**src/rtl/systolic_seq_ctrl_pkg.sv**
```systemverilog
// -----------------------------------------------------------------------------
// systolic_ctrl_pkg
//   Shared definitions for the systolic job sequencer: the sequencer state
//   encoding and the default array/command geometry used when the top level
//   and its bus interface are instantiated without overrides.
//   No ports (package).
// -----------------------------------------------------------------------------
package systolic_ctrl_pkg;

   typedef enum logic [2:0] {
      IDLE   = 3'd0,
      CLEAR  = 3'd1,
      STREAM = 3'd2,
      DRAIN  = 3'd3,
      OUTPUT = 3'd4
   } state_e;

   localparam int DEF_MAC_NUM    = 10;
   localparam int DEF_BW_ACT     = 8;
   localparam int DEF_BW_WET     = 8;
   localparam int DEF_BW_LEN     = 16;
   localparam int DEF_PE_LATENCY = 3;
   localparam int SHIFT_W        = 8;
   localparam int PERF_W         = 32;

endpackage

```
**src/rtl/systolic_seq_ctrl_if.sv**
```systemverilog
// -----------------------------------------------------------------------------
// systolic_seq_ctrl_if
//   Groups the four valid/ready channels of the job sequencer:
//     cmd_*  command (beat count + result shift), producer -> sequencer
//     act_*  activation vector, MAC_NUM signed lanes of BW_ACT bits
//     wet_*  weight vector, MAC_NUM signed lanes of BW_WET bits
//     res_*  quantised signed result, sequencer -> consumer
//   Lane i of a vector occupies bits [i*BW+:BW].
//   Modports: slave  = sequencer side, master = producer/consumer side.
// -----------------------------------------------------------------------------
interface systolic_seq_ctrl_if
   import systolic_ctrl_pkg::*;
#(
   parameter int MAC_NUM = DEF_MAC_NUM,
   parameter int BW_ACT  = DEF_BW_ACT,
   parameter int BW_WET  = DEF_BW_WET,
   parameter int BW_LEN  = DEF_BW_LEN
);

   logic                              cmd_valid;
   logic                              cmd_ready;
   logic        [BW_LEN-1:0]          cmd_len;
   logic        [SHIFT_W-1:0]         cmd_shift;

   logic                              act_valid;
   logic                              act_ready;
   logic        [MAC_NUM*BW_ACT-1:0]  act_data;

   logic                              wet_valid;
   logic                              wet_ready;
   logic        [MAC_NUM*BW_WET-1:0]  wet_data;

   logic                              res_valid;
   logic                              res_ready;
   logic signed [BW_ACT-1:0]          res_data;

   modport slave (
      input  cmd_valid, cmd_len, cmd_shift,
      output cmd_ready,
      input  act_valid, act_data,
      output act_ready,
      input  wet_valid, wet_data,
      output wet_ready,
      output res_valid, res_data,
      input  res_ready
   );

   modport master (
      output cmd_valid, cmd_len, cmd_shift,
      input  cmd_ready,
      output act_valid, act_data,
      input  act_ready,
      output wet_valid, wet_data,
      input  wet_ready,
      input  res_valid, res_data,
      output res_ready
   );

endinterface

```
**src/rtl/systolic_seq_ctrl_down_counter.sv**
```systemverilog
// -----------------------------------------------------------------------------
// sys_down_counter
//   Loadable down-counter with a zero flag. Load has priority over decrement;
//   a decrement at zero is ignored so the count never wraps.
//   Ports:
//     clk, reset_n   clock / async active-low reset (count -> 0)
//     load, load_val load a new count
//     dec            decrement by one
//     zero           count == 0
// -----------------------------------------------------------------------------
module sys_down_counter #(
   parameter int W = 16
) (
   input  logic         clk,
   input  logic         reset_n,
   input  logic         load,
   input  logic [W-1:0] load_val,
   input  logic         dec,
   output logic         zero
);

   logic [W-1:0] cnt_q, cnt_d;

   always_comb begin
      cnt_d = cnt_q;
      if (load) begin
         cnt_d = load_val;
      end else if (dec && (cnt_q != '0)) begin
         cnt_d = cnt_q - W'(1);
      end
   end

   always_ff @(posedge clk or negedge reset_n) begin
      if (!reset_n) begin
         cnt_q <= '0;
      end else begin
         cnt_q <= cnt_d;
      end
   end

   assign zero = (cnt_q == '0);

endmodule

```
**src/rtl/systolic_seq_ctrl.sv**
```systemverilog
// -----------------------------------------------------------------------------
// systolic_seq_ctrl
//   Job sequencer for a 1xN systolic MAC array. Takes a dot-product command
//   (beat count, result shift), clears the array accumulators, streams paired
//   activation/weight vectors into the array, waits PE_LATENCY cycles for the
//   array pipeline to drain and hands the quantised result back over res_*.
//   FSM: IDLE -> CLEAR -> STREAM -> DRAIN -> OUTPUT -> IDLE
//        (a zero-length command goes IDLE -> OUTPUT with a zero result).
//   Ports:
//     clk, reset_n         clock / async active-low reset (aborts any job)
//     bus (slave)          cmd/act/wet/res valid-ready channels
//     PE_mac_enable        array MAC enable, one cycle per accepted beat
//     PE_clear_acc         array accumulator clear, one cycle per job
//     PE_act_in/PE_wet_in  registered operand vectors to the array
//     PE_res_shift_num     result shift, driven during CLEAR..DRAIN
//     PE_result_out        quantised result from the array
//     busy                 state != IDLE
//   Optional build macro SYSTOLIC_SEQ_PERF_EN adds saturating counters:
//     perf_busy_cyc        cycles with busy = 1
//     perf_stall_cyc       STREAM cycles without a beat transfer
// -----------------------------------------------------------------------------
module systolic_seq_ctrl
   import systolic_ctrl_pkg::*;
#(
   parameter int MAC_NUM    = DEF_MAC_NUM,
   parameter int BW_ACT     = DEF_BW_ACT,
   parameter int BW_WET     = DEF_BW_WET,
   parameter int BW_LEN     = DEF_BW_LEN,
   parameter int PE_LATENCY = DEF_PE_LATENCY
) (
   input  logic                             clk,
   input  logic                             reset_n,
   systolic_seq_ctrl_if.slave               bus,
   output logic                             PE_mac_enable,
   output logic                             PE_clear_acc,
   output logic        [MAC_NUM*BW_ACT-1:0] PE_act_in,
   output logic        [MAC_NUM*BW_WET-1:0] PE_wet_in,
   output logic        [SHIFT_W-1:0]        PE_res_shift_num,
   input  logic signed [BW_ACT-1:0]         PE_result_out,
   output logic                             busy
`ifdef SYSTOLIC_SEQ_PERF_EN
   ,
   output logic        [PERF_W-1:0]         perf_busy_cyc,
   output logic        [PERF_W-1:0]         perf_stall_cyc
`endif
);

   localparam int ACT_VEC_W = MAC_NUM * BW_ACT;
   localparam int WET_VEC_W = MAC_NUM * BW_WET;
   localparam int DRAIN_W   = (PE_LATENCY > 1) ? $clog2(PE_LATENCY) : 1;

   state_e                   state_q, state_d;
   logic                     ready_en_q, ready_en_d;
   logic [SHIFT_W-1:0]       shift_q, shift_d;
   logic                     pe_en_q, pe_en_d;
   logic [ACT_VEC_W-1:0]     pe_act_q, pe_act_d;
   logic [WET_VEC_W-1:0]     pe_wet_q, pe_wet_d;
   logic signed [BW_ACT-1:0] res_data_q, res_data_d;

   logic                     cmd_ready_c;
   logic                     clear_c;
   logic                     res_valid_c;
   logic                     beat_fire;
   logic                     beat_load;
   logic [BW_LEN-1:0]        beat_load_val;
   logic                     beat_zero;
   logic                     drain_load;
   logic                     drain_dec;
   logic                     drain_zero;

   // Beat counter holds (remaining beats - 1), so the zero flag marks the
   // final beat and a 2^BW_LEN-1 command still fits without wrapping.
   sys_down_counter #(.W(BW_LEN)) u_beat_cnt (
      .clk      (clk),
      .reset_n  (reset_n),
      .load     (beat_load),
      .load_val (beat_load_val),
      .dec      (beat_fire),
      .zero     (beat_zero)
   );

   // Drain counter is loaded on the last beat; its PE_LATENCY counted cycles
   // start with the final enable cycle, so terminal count is where the array
   // result is valid and gets captured.
   sys_down_counter #(.W(DRAIN_W)) u_drain_cnt (
      .clk      (clk),
      .reset_n  (reset_n),
      .load     (drain_load),
      .load_val (DRAIN_W'(PE_LATENCY - 1)),
      .dec      (drain_dec),
      .zero     (drain_zero)
   );

   always_comb begin
      state_d       = state_q;
      ready_en_d    = 1'b1;
      shift_d       = shift_q;
      pe_en_d       = 1'b0;
      pe_act_d      = pe_act_q;
      pe_wet_d      = pe_wet_q;
      res_data_d    = res_data_q;
      cmd_ready_c   = 1'b0;
      clear_c       = 1'b0;
      res_valid_c   = 1'b0;
      beat_fire     = 1'b0;
      beat_load     = 1'b0;
      beat_load_val = bus.cmd_len - BW_LEN'(1);
      drain_load    = 1'b0;
      drain_dec     = 1'b0;

      case (state_q)
         IDLE: begin
            // ready_en_q keeps cmd_ready low while reset is held and until
            // the first clock edge after release.
            cmd_ready_c = ready_en_q;
            if (bus.cmd_valid && ready_en_q) begin
               shift_d = bus.cmd_shift;
               if (bus.cmd_len != '0) begin
                  beat_load = 1'b1;
                  state_d   = CLEAR;
               end else begin
                  res_data_d = '0;
                  state_d    = OUTPUT;
               end
            end
         end

         CLEAR: begin
            clear_c = 1'b1;
            state_d = STREAM;
         end

         STREAM: begin
            // Both operand channels transfer together or not at all.
            beat_fire = bus.act_valid & bus.wet_valid;
            if (beat_fire) begin
               pe_en_d  = 1'b1;
               pe_act_d = bus.act_data;
               pe_wet_d = bus.wet_data;
               if (beat_zero) begin
                  drain_load = 1'b1;
                  state_d    = DRAIN;
               end
            end
         end

         DRAIN: begin
            if (drain_zero) begin
               res_data_d = PE_result_out;
               state_d    = OUTPUT;
            end else begin
               drain_dec = 1'b1;
            end
         end

         OUTPUT: begin
            res_valid_c = 1'b1;
            if (bus.res_ready) begin
               state_d = IDLE;
            end
         end

         default: state_d = IDLE;
      endcase
   end

   always_ff @(posedge clk or negedge reset_n) begin
      if (!reset_n) begin
         state_q    <= IDLE;
         ready_en_q <= 1'b0;
         shift_q    <= '0;
         pe_en_q    <= 1'b0;
         pe_act_q   <= '0;
         pe_wet_q   <= '0;
         res_data_q <= '0;
      end else begin
         state_q    <= state_d;
         ready_en_q <= ready_en_d;
         shift_q    <= shift_d;
         pe_en_q    <= pe_en_d;
         pe_act_q   <= pe_act_d;
         pe_wet_q   <= pe_wet_d;
         res_data_q <= res_data_d;
      end
   end

   assign bus.cmd_ready = cmd_ready_c;
   assign bus.act_ready = beat_fire;
   assign bus.wet_ready = beat_fire;
   assign bus.res_valid = res_valid_c;
   assign bus.res_data  = res_data_q;

   assign PE_mac_enable    = pe_en_q;
   assign PE_clear_acc     = clear_c;
   assign PE_act_in        = pe_act_q;
   assign PE_wet_in        = pe_wet_q;
   assign PE_res_shift_num = ((state_q == CLEAR) || (state_q == STREAM) ||
                              (state_q == DRAIN)) ? shift_q : '0;
   assign busy             = (state_q != IDLE);

`ifdef SYSTOLIC_SEQ_PERF_EN
   function automatic logic [PERF_W-1:0] sat_inc(input logic [PERF_W-1:0] v);
      return (v == '1) ? v : v + PERF_W'(1);
   endfunction

   logic [PERF_W-1:0] perf_busy_q, perf_busy_d;
   logic [PERF_W-1:0] perf_stall_q, perf_stall_d;

   always_comb begin
      perf_busy_d  = perf_busy_q;
      perf_stall_d = perf_stall_q;
      if (state_q != IDLE) begin
         perf_busy_d = sat_inc(perf_busy_q);
      end
      if ((state_q == STREAM) && !beat_fire) begin
         perf_stall_d = sat_inc(perf_stall_q);
      end
   end

   always_ff @(posedge clk or negedge reset_n) begin
      if (!reset_n) begin
         perf_busy_q  <= '0;
         perf_stall_q <= '0;
      end else begin
         perf_busy_q  <= perf_busy_d;
         perf_stall_q <= perf_stall_d;
      end
   end

   assign perf_busy_cyc  = perf_busy_q;
   assign perf_stall_cyc = perf_stall_q;
`endif

endmodule
```
**src/flat_wrapper.sv**
```systemverilog
// flat-port wrapper written by rule: the top's interface ports become plain ports
module systolic_seq_ctrl_flat import systolic_ctrl_pkg::*;
#(
   parameter int MAC_NUM    = DEF_MAC_NUM,
   parameter int BW_ACT     = DEF_BW_ACT,
   parameter int BW_WET     = DEF_BW_WET,
   parameter int BW_LEN     = DEF_BW_LEN,
   parameter int PE_LATENCY = DEF_PE_LATENCY
)
  (clk, reset_n, PE_mac_enable, PE_clear_acc, PE_act_in, PE_wet_in, PE_res_shift_num, PE_result_out, busy, bus_cmd_valid, bus_cmd_len, bus_cmd_shift, bus_cmd_ready, bus_act_valid, bus_act_data, bus_act_ready, bus_wet_valid, bus_wet_data, bus_wet_ready, bus_res_valid, bus_res_data, bus_res_ready);
  systolic_seq_ctrl_if #(.MAC_NUM(MAC_NUM), .BW_ACT(BW_ACT), .BW_WET(BW_WET), .BW_LEN(BW_LEN)) bus_i ();
  input  logic clk;
  input  logic reset_n;
  output logic PE_mac_enable;
  output logic PE_clear_acc;
  output logic        [MAC_NUM*BW_ACT-1:0] PE_act_in;
  output logic        [MAC_NUM*BW_WET-1:0] PE_wet_in;
  output logic        [SHIFT_W-1:0] PE_res_shift_num;
  input  logic signed [BW_ACT-1:0] PE_result_out;
  output logic busy;
  input wire logic [$bits(bus_i.cmd_valid)-1:0] bus_cmd_valid;
  input wire logic [$bits(bus_i.cmd_len)-1:0] bus_cmd_len;
  input wire logic [$bits(bus_i.cmd_shift)-1:0] bus_cmd_shift;
  output wire logic [$bits(bus_i.cmd_ready)-1:0] bus_cmd_ready;
  input wire logic [$bits(bus_i.act_valid)-1:0] bus_act_valid;
  input wire logic [$bits(bus_i.act_data)-1:0] bus_act_data;
  output wire logic [$bits(bus_i.act_ready)-1:0] bus_act_ready;
  input wire logic [$bits(bus_i.wet_valid)-1:0] bus_wet_valid;
  input wire logic [$bits(bus_i.wet_data)-1:0] bus_wet_data;
  output wire logic [$bits(bus_i.wet_ready)-1:0] bus_wet_ready;
  output wire logic [$bits(bus_i.res_valid)-1:0] bus_res_valid;
  output wire logic [$bits(bus_i.res_data)-1:0] bus_res_data;
  input wire logic [$bits(bus_i.res_ready)-1:0] bus_res_ready;
  assign bus_i.cmd_valid = bus_cmd_valid;
  assign bus_i.cmd_len = bus_cmd_len;
  assign bus_i.cmd_shift = bus_cmd_shift;
  assign bus_cmd_ready = bus_i.cmd_ready;
  assign bus_i.act_valid = bus_act_valid;
  assign bus_i.act_data = bus_act_data;
  assign bus_act_ready = bus_i.act_ready;
  assign bus_i.wet_valid = bus_wet_valid;
  assign bus_i.wet_data = bus_wet_data;
  assign bus_wet_ready = bus_i.wet_ready;
  assign bus_res_valid = bus_i.res_valid;
  assign bus_res_data = bus_i.res_data;
  assign bus_i.res_ready = bus_res_ready;
  systolic_seq_ctrl #(.MAC_NUM(MAC_NUM), .BW_ACT(BW_ACT), .BW_WET(BW_WET), .BW_LEN(BW_LEN), .PE_LATENCY(PE_LATENCY)) u_core (.clk(clk), .reset_n(reset_n), .bus(bus_i), .PE_mac_enable(PE_mac_enable), .PE_clear_acc(PE_clear_acc), .PE_act_in(PE_act_in), .PE_wet_in(PE_wet_in), .PE_res_shift_num(PE_res_shift_num), .PE_result_out(PE_result_out), .busy(busy));
endmodule
```
**config.mk**
```make
export PLATFORM = sky130hd
export DESIGN_NAME = systolic_seq_ctrl_flat
export DESIGN_NICKNAME = d
export VERILOG_FILES = /design/src/rtl/systolic_seq_ctrl_pkg.sv /design/src/rtl/systolic_seq_ctrl_if.sv /design/src/rtl/systolic_seq_ctrl_down_counter.sv /design/src/rtl/systolic_seq_ctrl.sv /design/src/flat_wrapper.sv
export SDC_FILE = /design/constraint.sdc
export NUM_CORES = 1
export LEC_CHECK = 0
export CORE_MARGIN = 2
export CORE_UTILIZATION = 38
export CTS_CLUSTER_SIZE = 16
export DETAILED_ROUTE_END_ITERATION = 10
export PLACE_DENSITY = 0.77
export SLEW_MARGIN = 10
export SYNTH_ARGS = -nofsm -noshare
export SYNTH_HDL_FRONTEND = slang
export SYNTH_SLANG_ARGS = --single-unit
```
**constraint.sdc**
```tcl
create_clock -name clk -period 2.71 [get_ports clk]
set_input_delay 0.542 -clock clk [delete_from_list [all_inputs] [get_ports clk]]
set_output_delay 0.542 -clock clk [all_outputs]
set_load 0.005 [all_outputs]
```
Yosys cells after proc, flatten, opt, wreduce, memory -nomap -nowiden
Cells that the tools add are included.
Word-level totals
  word-level logic and storage cells: 72
  bits in registers: 199
  input bits: 198
Cells by class
  reduce and logical (&&, ||, !) cells: 19
  mux-type cells: 30
  add/sub/neg operators: 3
  equality and inequality tests: 10
  bitwise logic cells: 1
Operators by type and width (count)
  $mux W16: 2
  $mux W8: 4
  $reduce_bool A16 Y1: 2
  $sub A16 B1 Y16 const B: 2
  $mux W3: 6
  $logic_not A16 Y1: 1
  $pmux W8 S2: 1
  $pmux W3 S5: 1
  $mux W1: 14
  $ne A2 B1 Y1 const B: 4
  $reduce_bool A2 Y1: 4
  $eq A3 B2 Y1 const B: 2
  $reduce_and A5 Y1: 1
  $mux W2: 2
  $ne A2 B2 Y1 const B: 2
  $reduce_and A2 Y1: 2
  $reduce_and A4 Y1: 1
  $eq A3 B1 Y1 const B: 1
  $eq A3 B3 Y1 const B: 1
  $logic_and A1 B1 Y1: 3
  $logic_not A3 Y1: 1
  $reduce_bool A3 Y1: 1
  $logic_not A2 Y1: 1
  $logic_or A1 B1 Y1: 2
  other kinds (2): 2

Longest topological paths before layout
Gate-level depths: netlist of run 1.
  word-level depth: 6
  depth in mapped cells: 12
  mapped depth without buffers: 10

Modules after synthesis
A second synthesis of run 1 with hierarchy kept.
Second synthesis, totals
  cell total of the unflattened synthesis: 611
  area total of the unflattened synthesis: 8370.5 um^2
By module, submodules not included
  systolic_seq_ctrl: area each 7174.4 um^2, sequential area each 4529.3 um^2, cells an instance 474, instances 1
  sys_down_counter at u_core.u_beat_cnt: area each 1063.5 um^2, sequential area each 400.4 um^2, cells an instance 124, instances 1
  sys_down_counter at u_core.u_drain_cnt: area each 132.6 um^2, sequential area each 50.0 um^2, cells an instance 13, instances 1

Worst setup path before layout of run 1
No wires, ideal clock.
  kind: input port to flip-flop
  start: input bus_cmd_len[13]
  end: register u_core.u_beat_cnt.cnt_q[10]
  library setup time: 0.094 ns
  cell stages on the path: 11
  path slack: -0.563 ns
  path buffers: 1
  data arrival time: 3.180 ns
  path through: nor4_1 nand4_1 o21ai_4 clkbuf_1 mux2i_1 ha_1 inv_1 a221oi_4 nand3_2 xor2_1 a221oi_2
On the way
  word-level cells in the longest chain between the ends: 5
  elaborated cells between the ends (all ways): 6
  classes of those cells: 4 x mux; 2 x reduce/logical
RTL lines
  start, declared: line flat_wrapper.sv:22  | input wire logic [$bits(bus_i.cmd_len)-1:0] bus_cmd_len;
  $reduce_bool A16 Y1 *: line systolic_seq_ctrl.sv:118  | if (bus.cmd_len != '0) begin
  $mux W1 *: line systolic_seq_ctrl.sv:118
  $mux W1 *: line systolic_seq_ctrl.sv:116  | if (bus.cmd_valid && ready_en_q) begin
  $mux W1 *: line systolic_seq_ctrl.sv:111  | case (state_q)
  $mux W16 or $reduce_bool A2 Y1 (tied branches)
  end signal, assigned: line systolic_seq_ctrl_down_counter.sv:37  | cnt_q <= cnt_d;
  end, declared: line systolic_seq_ctrl_down_counter.sv:22  | logic [W-1:0] cnt_q, cnt_d;
Every way passes the cells marked *; elsewhere a longest branch is shown, timed or not.
A chain may end at the register's enable or synchronous reset.

Final worst setup path of run 1
  start: input bus_cmd_len[15]
  end: register u_core.u_beat_cnt.cnt_q[10]
Same word-level chain as after synthesis.

==> run summary, run 1 <==
status -> complete, no violations
Combinational Power Share -> 46.0%
Mean Syn Cell Area -> 14.3 µm²
sequential power share -> 36.4%
DRC Markers -> 0
vias -> 6407
DP Worst Slack -> -0.597 ns
Arr. time, crit path -> 2.98 ns
gr ovfl total -> 0
Die Wd -> 152 µm
min Tclk post-route -> 2.65 ns
fin worst setup slack -> 0.0552 ns
Peak VDD IR -> 0.606 mV
clock tree root buffer cell -> clkbuf_16
Synth Net Count -> 785
ANT cells -> 0
DIE HEIGHT -> 152 µm
Internal -> 10100 µW
largest stage delay on the critical path -> 0.32 ns
Netlist cell types -> 55
final setup vio count -> 0
most common cell after layout, fill and taps aside -> clkdlybuf4s50_1
Vias/cell -> 4.91
fin nets -> 1212
Setup CP Type -> input port to flip-flop
critical path's top delay family -> compound AO/OA/AOI/OAI gates
CTS tree -> yes
largest net degree at the start of global routing -> 62
Routed WL per cell -> 18.9 µm
area grow syn2layout -> 62.8%
Post-synth ARST share -> 100%
FP Rows -> 54
cell count after synthesis -> 585
number of synthesized flops with an enable pin -> 0
WHS -> 0.0529 ns
final wirelength -> 24700 µm
most frequent cells in the layout -> clkdlybuf4s50_1 (365), dfrtp_1 (199), mux2_2 (171)
number of DRC markers in iteration 0 -> 241
layout cells sized above 1 -> 28.8%
core box area -> 21700 µm²
Total Power -> 14500 µW
clk slew on worst S/H paths -> 0.09 ns
Synth Flop Type -> dfrtp_1
clk_skew -> 0.0188 ns
Warnings, synthesis -> 0
Starting Density -> 38.5%
CP max stage cell -> nor4_2
Max Buffers Root-to-Sink -> 2
Slew HR -> 57.0%
# hold bufs at CTS -> 0
maxcap violations -> 0
Overall Global Routing Usage -> 21.5%
final hold violations -> 0
total CTS buffers -> 17
Power per Cell Area -> 1070 nW/µm²
crit-path cells -> dlygate4sd2_1 > nor4_2 > nand4_1 > o21ai_4 > mux2i_1 > ha_2 > inv_2 > a221oi_4 > buf_6 > nand3_2 > xor2_1 > a221oi_2
drt pass-1 iters -> 5
count of input and output buffers -> 380
vias in the first global route -> 7003
antenna-violating nets left -> 0
clock share of power -> 17.7%
leak pwr -> 0.00566 µW
Hold Crit Class -> input port to asynchronous set/reset pin
Worst Tran Pin Value -> 0.644 ns
first-pass GRT wire length -> 39100 µm
buffers and inverters on the worst path -> 3
crit path max fanout -> 5
Worst setup EP type -> flip-flop
Clk Latency, worst-skew pair -> 0.43 ns
Final Cycle Share -> 98.0%
flops & latches, synth -> 199
sequential area share after synthesis -> 59.7%
final slew viol count -> 0
die area -> 23200 µm²
Mapped Area -> 8350 µm²
Max Clock Freq -> 377 MHz
num ports -> 381
initial antenna violation count -> 0
Sw Ratio -> 30.2%
CTS sink cnt -> 199
Critical Path RT -> 3.04 ns
H-tree levels -> 4
gpl congestion -> 0.855
Psw -> 4400 µW
post-detail-place hpwl -> 18900 µm
filler instances -> 1673
CP startpoint kind -> input port
==> power groups by stage <==
stage / clock network (µW) / registers [µW] / logic [µW]
4_1_cts: 2640 / 5290 / 6740
6_report: 2570 / 5290 / 6690
3_3_place_gp: 0 / 5260 / 6600
3_5_place_dp: 0 / 5330 / 6680
2_1_floorplan: 0 / 5400 / 2440
5_1_grt: 2750 / 5500 / 7170
==> stage by stage <==
| step | std cells | util, % | TNS (ns) | cell area, µm² |
|---|---|---|---|---|
| 6_report | 1305 | 62.7 | 0 | 13600 |
| 5_1_grt | 1305 | 62.7 | -0.165 | 13600 |
| 3_5_place_dp | 1265 | 59.2 | -6.84 | 12800 |
| 2_1_floorplan | 585 | - | -1.57 | 8380 |
| 4_1_cts | 1302 | 62.2 | 0 | 13500 |
| 3_3_place_gp | 1265 | 59.2 | -5.07 | 12800 |
==> registers in the layout, indices dropped and copies added, names as in the netlist <==
signal,flops
u_core.PE_act_in,80
u_core.PE_mac_enable,1
u_core.PE_wet_in,80
u_core.bus.res_data,8
u_core.ready_en_q,1
u_core.shift_q,8
u_core.state_q,3
u_core.u_beat_cnt.cnt_q,16
u_core.u_drain_cnt.cnt_q,2
==> area by class of cell <==
class                           instances  area [µm²]  area share [%]
Timing Repair Buffer                  437        4350            32.0
Inverter                                6        22.5           0.166
Clock inverter                         15         175            1.29
Clock buffer                           17         425            3.13
Sequential cell                       199        4980            36.6
Multi-Input combinational cell        351        3280            24.2
Tap cell                              280         350            2.58
==> cells in the mapped netlist (all sizes together) (2+ instances only) <==
cell | n | share of area [%]
nand2b | 3 | 0.22
a22o | 9 | 0.94
dfrtp | 199 | 60
nor4 | 5 | 0.37
nand4 | 4 | 0.30
xor2 | 14 | 1.5
nor2b | 2 | 0.15
or3 | 11 | 1.1
inv | 6 | 0.27
a31oi | 2 | 0.15
mux2 | 171 | 23
o31ai | 2 | 0.34
nand2 | 19 | 0.88
buf | 12 | 0.85
nor2 | 24 | 1.2
nor3 | 9 | 0.72
clkbuf | 17 | 0.76
and3 | 2 | 0.15
nor3b | 3 | 0.27
o21ai | 10 | 0.73
xnor2 | 2 | 0.21
a22oi | 3 | 0.27
mux2i | 4 | 0.48
and2 | 10 | 0.75
a211oi | 8 | 0.90
o211a | 2 | 0.24
a21oi | 4 | 0.28
ha | 2 | 0.30
a221oi | 5 | 1.0
nand3 | 9 | 0.60
o21a | 2 | 0.18
==> logic make-up after synthesis <==
family / after synthesis / synth area share [%]
buffers and inverters: 35 / 1.89
AO/OA/AOI/OAI: 53 / 5.94
other: 1 / 0.0449
multiplexers: 175 / 23.5
flip-flops: 199 / 59.7
XOR/XNOR: 16 / 1.68
adder cells (fa/ha/maj): 2 / 0.300
AND/OR/NAND/NOR: 104 / 6.95
==> path summary, 6_finish.rpt <==
kind	startpoint	end	slack [ns]	depth (start not counted)
max reg2reg	u_core.state_q[2]	u_core.u_beat_cnt.cnt_q[10]	0.15	12
max in group asynchronous	reset_n	u_core.PE_wet_in[55]	1.98	2
max	bus_cmd_len[15]	u_core.u_beat_cnt.cnt_q[10]	0.06	12
min	reset_n	u_core.u_beat_cnt.cnt_q[5]	0.05	1
min reg2reg	u_core.shift_q[5]	u_core.shift_q[5]	0.50	1
min in group clk	bus_cmd_len[0]	u_core.u_beat_cnt.cnt_q[0]	0.47	2
==> per-layer routing <==
| metal | up-vias | routed length [µm] | global-route usage, % |
|---|---|---|---|
| li1 | 2954 | - | - |
| met1 | 3159 | 9120 | 23.7 |
| met2 | 263 | 12700 | 37.9 |
| met3 | 31 | 2510 | 9.64 |
| met4 | 0 | 429 | 5.21 |
| met5 | - | 0 | 0 |
==> repair_timing <==
action	4_1_cts	5_1_grt
resized for setup	7	27
setup buffers	5	3
hold endpoints to repair	0	0
endpoints found under the setup margin	5	29
pin swaps	4	9
(Power assumes the default switching activity.)
==> inputs of run 2 (changes only) <==
ABC_CLOCK_PERIOD_IN_PS = 2710   (was default)
==> results of run 2 <==
The final DEF is identical to that of run 1; final timing and power are the same.
